### src/rtl/i2c_target_if.sv
// +------------------------------------------------------------------+
// | i2c_target_if : I2C pad pins and byte-wide register port bundle   |
// | Rev 1.0                                                           |
// +------------------------------------------------------------------+
`default_nettype none

interface i2c_target_if #(
  parameter int AW = 4
);
  logic          scl_i;
  logic          sda_i;
  logic          sda_t;
  logic [AW-1:0] rd_addr;
  logic [7:0]    rd_data;
  logic          wr_stb;
  logic [AW-1:0] wr_addr;
  logic [7:0]    wr_data;
  logic          busy;

  modport slave (
    input  scl_i, sda_i, rd_data,
    output sda_t, rd_addr, wr_stb, wr_addr, wr_data, busy
  );

  modport master (
    output scl_i, sda_i, rd_data,
    input  sda_t, rd_addr, wr_stb, wr_addr, wr_data, busy
  );
endinterface

`default_nettype wire

### src/rtl/i2c_target.sv
// +------------------------------------------------------------------+
// | i2c_target : I2C responder, auto-incrementing register pointer    |
// | Option macro: I2C_TARGET_GLITCH_FILTER_EN (3-sample majority)     |
// | Rev 1.0                                                           |
// +------------------------------------------------------------------+
`default_nettype none

module i2c_target #(
  parameter logic [6:0] ADDR = 7'h50,
  parameter int         AW   = 4
) (
  input  logic        clk,
  input  logic        resetn,
  input  logic        clk_en,
  i2c_target_if.slave bus
);

  typedef enum logic [3:0] {
    S_IDLE  = 4'd0,
    S_ADDR  = 4'd1,
    S_ACK_A = 4'd2,
    S_PTR   = 4'd3,
    S_ACK_P = 4'd4,
    S_WDATA = 4'd5,
    S_ACK_W = 4'd6,
    S_RDATA = 4'd7,
    S_RACK  = 4'd8
  } state_t;

  logic [1:0] scl_sync;
  logic [1:0] sda_sync;

  always_ff @(posedge clk) begin
    if (!resetn) begin
      scl_sync <= 2'b11;
      sda_sync <= 2'b11;
    end else begin
      scl_sync <= {scl_sync[0], bus.scl_i};
      sda_sync <= {sda_sync[0], bus.sda_i};
    end
  end

  logic scl_cur;
  logic sda_cur;

`ifdef I2C_TARGET_GLITCH_FILTER_EN
  logic [2:0] scl_hist;
  logic [2:0] sda_hist;

  always_ff @(posedge clk) begin
    if (!resetn) begin
      scl_hist <= 3'b111;
      sda_hist <= 3'b111;
    end else if (clk_en) begin
      scl_hist <= {scl_hist[1:0], scl_sync[1]};
      sda_hist <= {sda_hist[1:0], sda_sync[1]};
    end
  end

  assign scl_cur = (scl_hist[0] & scl_hist[1]) | (scl_hist[0] & scl_hist[2]) |
                   (scl_hist[1] & scl_hist[2]);
  assign sda_cur = (sda_hist[0] & sda_hist[1]) | (sda_hist[0] & sda_hist[2]) |
                   (sda_hist[1] & sda_hist[2]);
`else
  assign scl_cur = scl_sync[1];
  assign sda_cur = sda_sync[1];
`endif

  // Previous tick's sample; events compare it with the value being sampled now.
  logic scl_q;
  logic sda_q;

  always_ff @(posedge clk) begin
    if (!resetn) begin
      scl_q <= 1'b1;
      sda_q <= 1'b1;
    end else if (clk_en) begin
      scl_q <= scl_cur;
      sda_q <= sda_cur;
    end
  end

  logic start_det;
  logic stop_det;
  logic scl_rise;
  logic scl_fall;

  assign start_det = clk_en & scl_q & scl_cur & sda_q & ~sda_cur;
  assign stop_det  = clk_en & scl_q & scl_cur & ~sda_q & sda_cur;
  assign scl_rise  = clk_en & ~scl_q & scl_cur;
  assign scl_fall  = clk_en & scl_q & ~scl_cur;

  state_t        state;
  logic [3:0]    bit_cnt;
  logic [7:0]    shreg;
  logic [AW-1:0] ptr;
  logic          rw;
  logic          acked;
  logic          sda_rel;
  logic          stb;
  logic [AW-1:0] stb_addr;
  logic [7:0]    stb_data;
  logic          active;
  logic          addr_match;

  // General call (0x00) never matches, even if ADDR were set to zero.
  assign addr_match = (shreg[7:1] == ADDR) && (shreg[7:1] != 7'h00);

  always_ff @(posedge clk) begin
    if (!resetn) begin
      state    <= S_IDLE;
      bit_cnt  <= 4'd0;
      shreg    <= 8'h00;
      ptr      <= '0;
      rw       <= 1'b0;
      acked    <= 1'b0;
      sda_rel  <= 1'b1;
      stb      <= 1'b0;
      stb_addr <= '0;
      stb_data <= 8'h00;
      active   <= 1'b0;
    end else begin
      stb <= 1'b0;
      if (start_det) begin
        state   <= S_ADDR;
        bit_cnt <= 4'd0;
        sda_rel <= 1'b1;
      end else if (stop_det) begin
        state   <= S_IDLE;
        sda_rel <= 1'b1;
        active  <= 1'b0;
      end else begin
        case (state)
          S_IDLE: begin
          end
          S_ADDR, S_PTR, S_WDATA: begin
            if (scl_rise && bit_cnt != 4'd8) begin
              shreg   <= {shreg[6:0], sda_cur};
              bit_cnt <= bit_cnt + 4'd1;
            end else if (scl_fall && bit_cnt == 4'd8) begin
              bit_cnt <= 4'd0;
              case (state)
                S_ADDR: begin
                  if (addr_match) begin
                    state   <= S_ACK_A;
                    sda_rel <= 1'b0;
                    rw      <= shreg[0];
                    active  <= 1'b1;
                  end else begin
                    state  <= S_IDLE;
                    active <= 1'b0;
                  end
                end
                S_PTR: begin
                  ptr     <= shreg[AW-1:0];
                  state   <= S_ACK_P;
                  sda_rel <= 1'b0;
                end
                default: begin
                  state   <= S_ACK_W;
                  sda_rel <= 1'b0;
                end
              endcase
            end
          end
          S_ACK_A: begin
            if (scl_fall) begin
              bit_cnt <= 4'd0;
              if (rw) begin
                shreg   <= bus.rd_data;
                sda_rel <= bus.rd_data[7];
                state   <= S_RDATA;
              end else begin
                sda_rel <= 1'b1;
                state   <= S_PTR;
              end
            end
          end
          S_ACK_P: begin
            if (scl_fall) begin
              sda_rel <= 1'b1;
              bit_cnt <= 4'd0;
              state   <= S_WDATA;
            end
          end
          S_ACK_W: begin
            if (scl_fall) begin
              stb      <= 1'b1;
              stb_addr <= ptr;
              stb_data <= shreg;
              ptr      <= ptr + AW'(1);
              sda_rel  <= 1'b1;
              bit_cnt  <= 4'd0;
              state    <= S_WDATA;
            end
          end
          S_RDATA: begin
            if (scl_rise) begin
              bit_cnt <= bit_cnt + 4'd1;
            end else if (scl_fall) begin
              if (bit_cnt == 4'd8) begin
                sda_rel <= 1'b1;
                bit_cnt <= 4'd0;
                acked   <= 1'b0;
                state   <= S_RACK;
              end else begin
                shreg   <= {shreg[6:0], 1'b0};
                sda_rel <= shreg[6];
              end
            end
          end
          S_RACK: begin
            if (scl_rise) begin
              if (sda_cur) begin
                state <= S_IDLE;
              end else begin
                ptr   <= ptr + AW'(1);
                acked <= 1'b1;
              end
            end else if (scl_fall && acked) begin
              acked   <= 1'b0;
              shreg   <= bus.rd_data;
              sda_rel <= bus.rd_data[7];
              bit_cnt <= 4'd0;
              state   <= S_RDATA;
            end
          end
          default: begin
            state   <= S_IDLE;
            sda_rel <= 1'b1;
          end
        endcase
      end
    end
  end

  assign bus.sda_t   = sda_rel;
  assign bus.rd_addr = ptr;
  assign bus.wr_stb  = stb;
  assign bus.wr_addr = stb_addr;
  assign bus.wr_data = stb_data;
  assign bus.busy    = active;

endmodule

`default_nettype wire

### src/flat_wrapper.sv
// flat-port wrapper written by rule: the top's interface ports become plain ports
module i2c_target_flat 
#(
  parameter logic [6:0] ADDR = 7'h50,
  parameter int         AW   = 4
)
  (clk, resetn, clk_en, bus_scl_i, bus_sda_i, bus_rd_data, bus_sda_t, bus_rd_addr, bus_wr_stb, bus_wr_addr, bus_wr_data, bus_busy);
  i2c_target_if #(.AW(AW)) bus_i ();
  input  logic clk;
  input  logic resetn;
  input  logic clk_en;
  input wire logic [$bits(bus_i.scl_i)-1:0] bus_scl_i;
  input wire logic [$bits(bus_i.sda_i)-1:0] bus_sda_i;
  input wire logic [$bits(bus_i.rd_data)-1:0] bus_rd_data;
  output wire logic [$bits(bus_i.sda_t)-1:0] bus_sda_t;
  output wire logic [$bits(bus_i.rd_addr)-1:0] bus_rd_addr;
  output wire logic [$bits(bus_i.wr_stb)-1:0] bus_wr_stb;
  output wire logic [$bits(bus_i.wr_addr)-1:0] bus_wr_addr;
  output wire logic [$bits(bus_i.wr_data)-1:0] bus_wr_data;
  output wire logic [$bits(bus_i.busy)-1:0] bus_busy;
  assign bus_i.scl_i = bus_scl_i;
  assign bus_i.sda_i = bus_sda_i;
  assign bus_i.rd_data = bus_rd_data;
  assign bus_sda_t = bus_i.sda_t;
  assign bus_rd_addr = bus_i.rd_addr;
  assign bus_wr_stb = bus_i.wr_stb;
  assign bus_wr_addr = bus_i.wr_addr;
  assign bus_wr_data = bus_i.wr_data;
  assign bus_busy = bus_i.busy;
  i2c_target #(.ADDR(ADDR), .AW(AW)) u_core (.clk(clk), .resetn(resetn), .clk_en(clk_en), .bus(bus_i));
endmodule
### config.mk
export PLATFORM = sky130hd
export DESIGN_NAME = i2c_target_flat
export DESIGN_NICKNAME = d
export VERILOG_FILES = /design/src/rtl/i2c_target_if.sv /design/src/rtl/i2c_target.sv /design/src/flat_wrapper.sv
export SDC_FILE = /design/constraint.sdc
export NUM_CORES = 1
export LEC_CHECK = 0
export ABC_AREA = 1
export CAP_MARGIN = 20
export CORE_MARGIN = 10
export CORE_UTILIZATION = 55
export CTS_BUF_LIST = sky130_fd_sc_hd__clkbuf_16
export CTS_CLUSTER_DIAMETER = 40
export DETAILED_ROUTE_END_ITERATION = 16
export PLACE_DENSITY = 0.85
export RECOVER_POWER = 100
export SLEW_MARGIN = 10
export SYNTH_ARGS = -nofsm -noshare
export SYNTH_HDL_FRONTEND = slang
export SYNTH_SLANG_ARGS = --single-unit
### constraint.sdc
create_clock -name clk -period 1.8 [get_ports clk]
set_input_delay 0.36 -clock clk [delete_from_list [all_inputs] [get_ports clk]]
set_output_delay 0.36 -clock clk [all_outputs]
set_load 0.005 [all_outputs]
==> reports/metrics.yaml <==
pwr:
  vdd.ir_drop.worst_uv: 718
  pnr_total_power_mw: 4.10
  cellLeakagePower_nw: 1.59
  p_per_area_nw_per_um2: 1260
clocking:
  htree_levels: 2
  clk_root_buffer_cell: "sky130_fd_sc_hd__clkbuf_16"
  cts.clk_slew.worst_paths_ns: 0.06
  inserted_clock_buffers: 5
  insertion_delay_ns: 0.29
  tritoncts: "done"
  ctsLongestPathBuffers: 2
  clock-sinks: 43
sta:
  tightestPinTransition_ns: 0.352
  min_period_over_period_pct: 98.2
  worst_hold_slack_ns: 0.428
  max_freq_mhz: 566
  postLayoutSetupSlackWorst_ns: 0.0331
  fin_crit_ns: 1.77
  slew_headroom_pct: 76.5
  finClkSkew_ns: 0.00391
  report.final.slew_viol_count: 0
  setup_viol: 0
  timing.final.hold_violations: 0
  unrepaired_setup_endpoints_after_global_routing: "true"
placed_design:
  gp_congestion: 0.985
  dpl.cell_count: 478
  numPortBuffers: 31
  dp_worst_setup_slack_ns: -0.425
  place_hpwl_mm: 5.02
synth:
  synth-compound-area-share_pct: 13.3
  synth.lib_cells_used.distinct: 27
  synth_top_family_by_area: "simple AND/OR/NAND/NOR gates"
  synth-simple-area-share_pct: 38.7
  mux_share_of_post_synthesis_cell_area_pct: 0
  synth_top_area_cell: "sky130_fd_sc_hd__dfxtp_1"
  syn_avg_cell_area_um2: 6.37
  post_synthesis_cell_area_um2: 2380
  synth-xor-area-share_pct: 1.47
  synth_seq_area_share_pct: 36.2
  post_synth_fa_ha_maj_area_fraction_pct: 1.58
  synth.area.top_cells: "sky130_fd_sc_hd__dfxtp_1 (36%), sky130_fd_sc_hd__nand2_1 (14%), sky130_fd_sc_hd__nor2_1 (9.8%)"
  ys.warnings.count: 0
  synth_seq_cells: 43
  synth_top_cell_area_share_pct: 36.2
  synth_nets: 389
  netlist_instances: 373
floorplan:
  core.rowCount: 23
  floorplan.io_pins: 32
  fp.coreArea_um2: 4090
  dieHeight_um: 85.7
  dieArea_um2: 7350
  effective_utilization_at_floorplan_pct: 58.1
  die_x_um: 85.7
final_layout:
  number_of_antenna_diodes: 0
  drive_gt1_share_pct: 22.0
  final.fill_count: 300
  final_net_count: 456
  final_core_occ_pct: 79.5
  area_growth_pct: 36.8
  fin_cells: 491
outcome:
  run_status: "complete, no violations"
min_path:
  hold_path.class: "reg -> reg"
worst_setup_path:
  critical_path_peak_fanout: 9
  critPathMaxStageDelay_ns: 0.39
  worstPathRequired_ns: 1.99
  worst-endpoint-arrival_ns: 1.96
  critical_path.cell_chain: "inv_2 -> nand2_4 -> nor2_4 -> buf_4 -> nand2_1 -> nand2_1 -> nor2_2 -> nand2_2 -> nor2_4 -> clkbuf_16 -> nand2_1 -> nand2_1 -> nor2_1"
  worst-setup-path-type: "reg -> reg"
  worst_path_max_delay_cell: "sky130_fd_sc_hd__dfxtp_4"
  end_kind: "register"
  worstSetupStartpointType: "register"
  crit_top_cell: "sky130_fd_sc_hd__nand2_1"
detailed_routing:
  drt-total-wl_mm: 7.36
  wl_per_cell_um: 15.0
  ant_nets: 0
  routed_via_density: 5.55
  detailroute.via_count: 2723
  detail_route.drc_violations: 0
  drt_first_pass_iters: 5
  drt_first_iter_violations: 286
global_routing:
  gr_util_all_layers_pct: 19.5
  grt_pass1_wl_mm: 11.8
  first_global_vias: 2517
  maximum_number_of_pins_on_one_net_before_global_route_repair: 29
  antenna_found_initial: 0
  gr-total-overflow: 0
job:
  max-cap-violations: 0
[stage by stage]
stage               cell area, um2  TNS [ns]
global route                  3250    -0.221
CTS                           3110         0
detailed placement            2950    -10.52
global placement              2950     -8.98
finish                        3250         0
floorplan                     2380         0
[registers in the layout, summed over array words and instances, names as in the netlist, 2 cells and up]
| signal | flops |
|---|---|
| u_core.sda_sync | 2 |
| u_core.bit_cnt | 4 |
| u_core.shreg | 8 |
| u_core.scl_sync | 2 |
| u_core.bus.wr_addr | 4 |
| u_core.state | 4 |
| u_core.bus.wr_data | 8 |
| u_core.bus.rd_addr | 4 |
[power breakdown]
part	leakage, nW	switching [mW]	internal, mW	total (mW)
Clock	0.0674	0.411	0.512	0.923
Sequential	0.353	0.156	1.10	1.26
Combinational	1.17	1.09	0.826	1.91
Total	1.59	1.65	2.44	4.10
[logic make-up after synthesis]
group           Yosys count
simple gates            212
compound gates           60
buf+inv                  51
flops                    43
xor+xnor                  4
fa+ha+maj                 3
[cells in the final DEF (no fill, tap or decap), types with 3 or more instances in the layout]
cell type | Yosys | final
sky130_fd_sc_hd__nand2_1 | 91 | 84
sky130_fd_sc_hd__nand4_1 | 6 | 6
sky130_fd_sc_hd__or2_2 | 4 | 4
sky130_fd_sc_hd__buf_6 | 1 | 3
sky130_fd_sc_hd__dfxtp_1 | 43 | 36
sky130_fd_sc_hd__nor2_2 | 10 | 8
sky130_fd_sc_hd__nand2_2 | 8 | 12
sky130_fd_sc_hd__a21oi_1 | 18 | 18
sky130_fd_sc_hd__clkdlybuf4s50_1 | 0 | 12
sky130_fd_sc_hd__o21ai_0 | 32 | 29
sky130_fd_sc_hd__dfxtp_2 | 0 | 4
sky130_fd_sc_hd__o21ai_1 | 4 | 6
sky130_fd_sc_hd__buf_4 | 2 | 33
sky130_fd_sc_hd__nand2_4 | 0 | 3
sky130_fd_sc_hd__clkbuf_16 | 0 | 6
sky130_fd_sc_hd__inv_2 | 8 | 9
sky130_fd_sc_hd__xor2_1 | 4 | 4
sky130_fd_sc_hd__inv_1 | 33 | 32
sky130_fd_sc_hd__nor2_4 | 2 | 6
sky130_fd_sc_hd__nor2_1 | 62 | 60
sky130_fd_sc_hd__nand3_1 | 28 | 28
sky130_fd_sc_hd__dlygate4sd3_1 | 0 | 18
sky130_fd_sc_hd__dfxtp_4 | 0 | 3
[worst max-delay path, delay by kind of cell, from the launching register on]
kind	cells	cell delay (ns)
buffers and inverters	3	0.41
and+or+nand+nor	10	0.87
DFF	1	0.39
[per-layer routing]
layer | global-route usage [%] | wire [um] | vias up | share of wire [%]
met5 | 0 | 0 | - | 0
met4 | 7.04 | 201 | 0 | 2.7
met1 | 22.0 | 2930 | 1238 | 40
met3 | 5.30 | 517 | 30 | 7.0
li1 | - | - | 1328 | -
met2 | 34.1 | 3710 | 127 | 50
[final cells by class]
type / count / area, um2 / area share, %
Inverter: 42 / 158 / 4.85
Clock buffer: 5 / 125 / 3.85
Multi-Input combinational cell: 279 / 1370 / 42.2
Sequential cell: 43 / 877 / 27.0
Timing Repair Buffer: 69 / 636 / 19.6
Clock inverter: 3 / 20.0 / 0.616
Tap cell: 50 / 62.6 / 1.93
[synth_stat cells]
library cell / n
sky130_fd_sc_hd__a21oi_1: 18
sky130_fd_sc_hd__a21oi_2: 1
sky130_fd_sc_hd__a22o_1: 1
sky130_fd_sc_hd__a31oi_1: 2
sky130_fd_sc_hd__buf_1: 1
sky130_fd_sc_hd__buf_2: 1
sky130_fd_sc_hd__buf_4: 2
sky130_fd_sc_hd__buf_6: 1
sky130_fd_sc_hd__clkbuf_1: 4
sky130_fd_sc_hd__clkinv_1: 1
sky130_fd_sc_hd__dfxtp_1: 43
sky130_fd_sc_hd__ha_1: 3
sky130_fd_sc_hd__inv_1: 33
sky130_fd_sc_hd__inv_2: 8
sky130_fd_sc_hd__nand2_1: 91
sky130_fd_sc_hd__nand2_2: 8
sky130_fd_sc_hd__nand3_1: 28
sky130_fd_sc_hd__nand3b_1: 1
sky130_fd_sc_hd__nand4_1: 6
sky130_fd_sc_hd__nor2_1: 62
sky130_fd_sc_hd__nor2_2: 10
sky130_fd_sc_hd__nor2_4: 2
sky130_fd_sc_hd__o211ai_1: 2
sky130_fd_sc_hd__o21ai_0: 32
sky130_fd_sc_hd__o21ai_1: 4
sky130_fd_sc_hd__or2_2: 4
sky130_fd_sc_hd__xor2_1: 4
[final timing paths]
check                     start                  to  slack, ns  cells after the start
max             u_core.state[3]     u_core.shreg[6]       0.03                     13
min          u_core.scl_sync[0]  u_core.scl_sync[1]       0.43                      1
max reg2reg     u_core.state[3]     u_core.shreg[6]       0.03                     13
min reg2reg  u_core.scl_sync[0]  u_core.scl_sync[1]       0.43                      1
[timing repair]
item                                    in CTS  in global routing
pin swaps                                    1                  6
cloned                                       0                  1
gates resized for setup                      1                 35
setup buffers                                1                  3
hold buffers                                 0                  0
hold endpoints to repair                     0                  0
endpoints found under the setup margin      20                 26
Note: power is estimated with default switching activity, not from simulation.
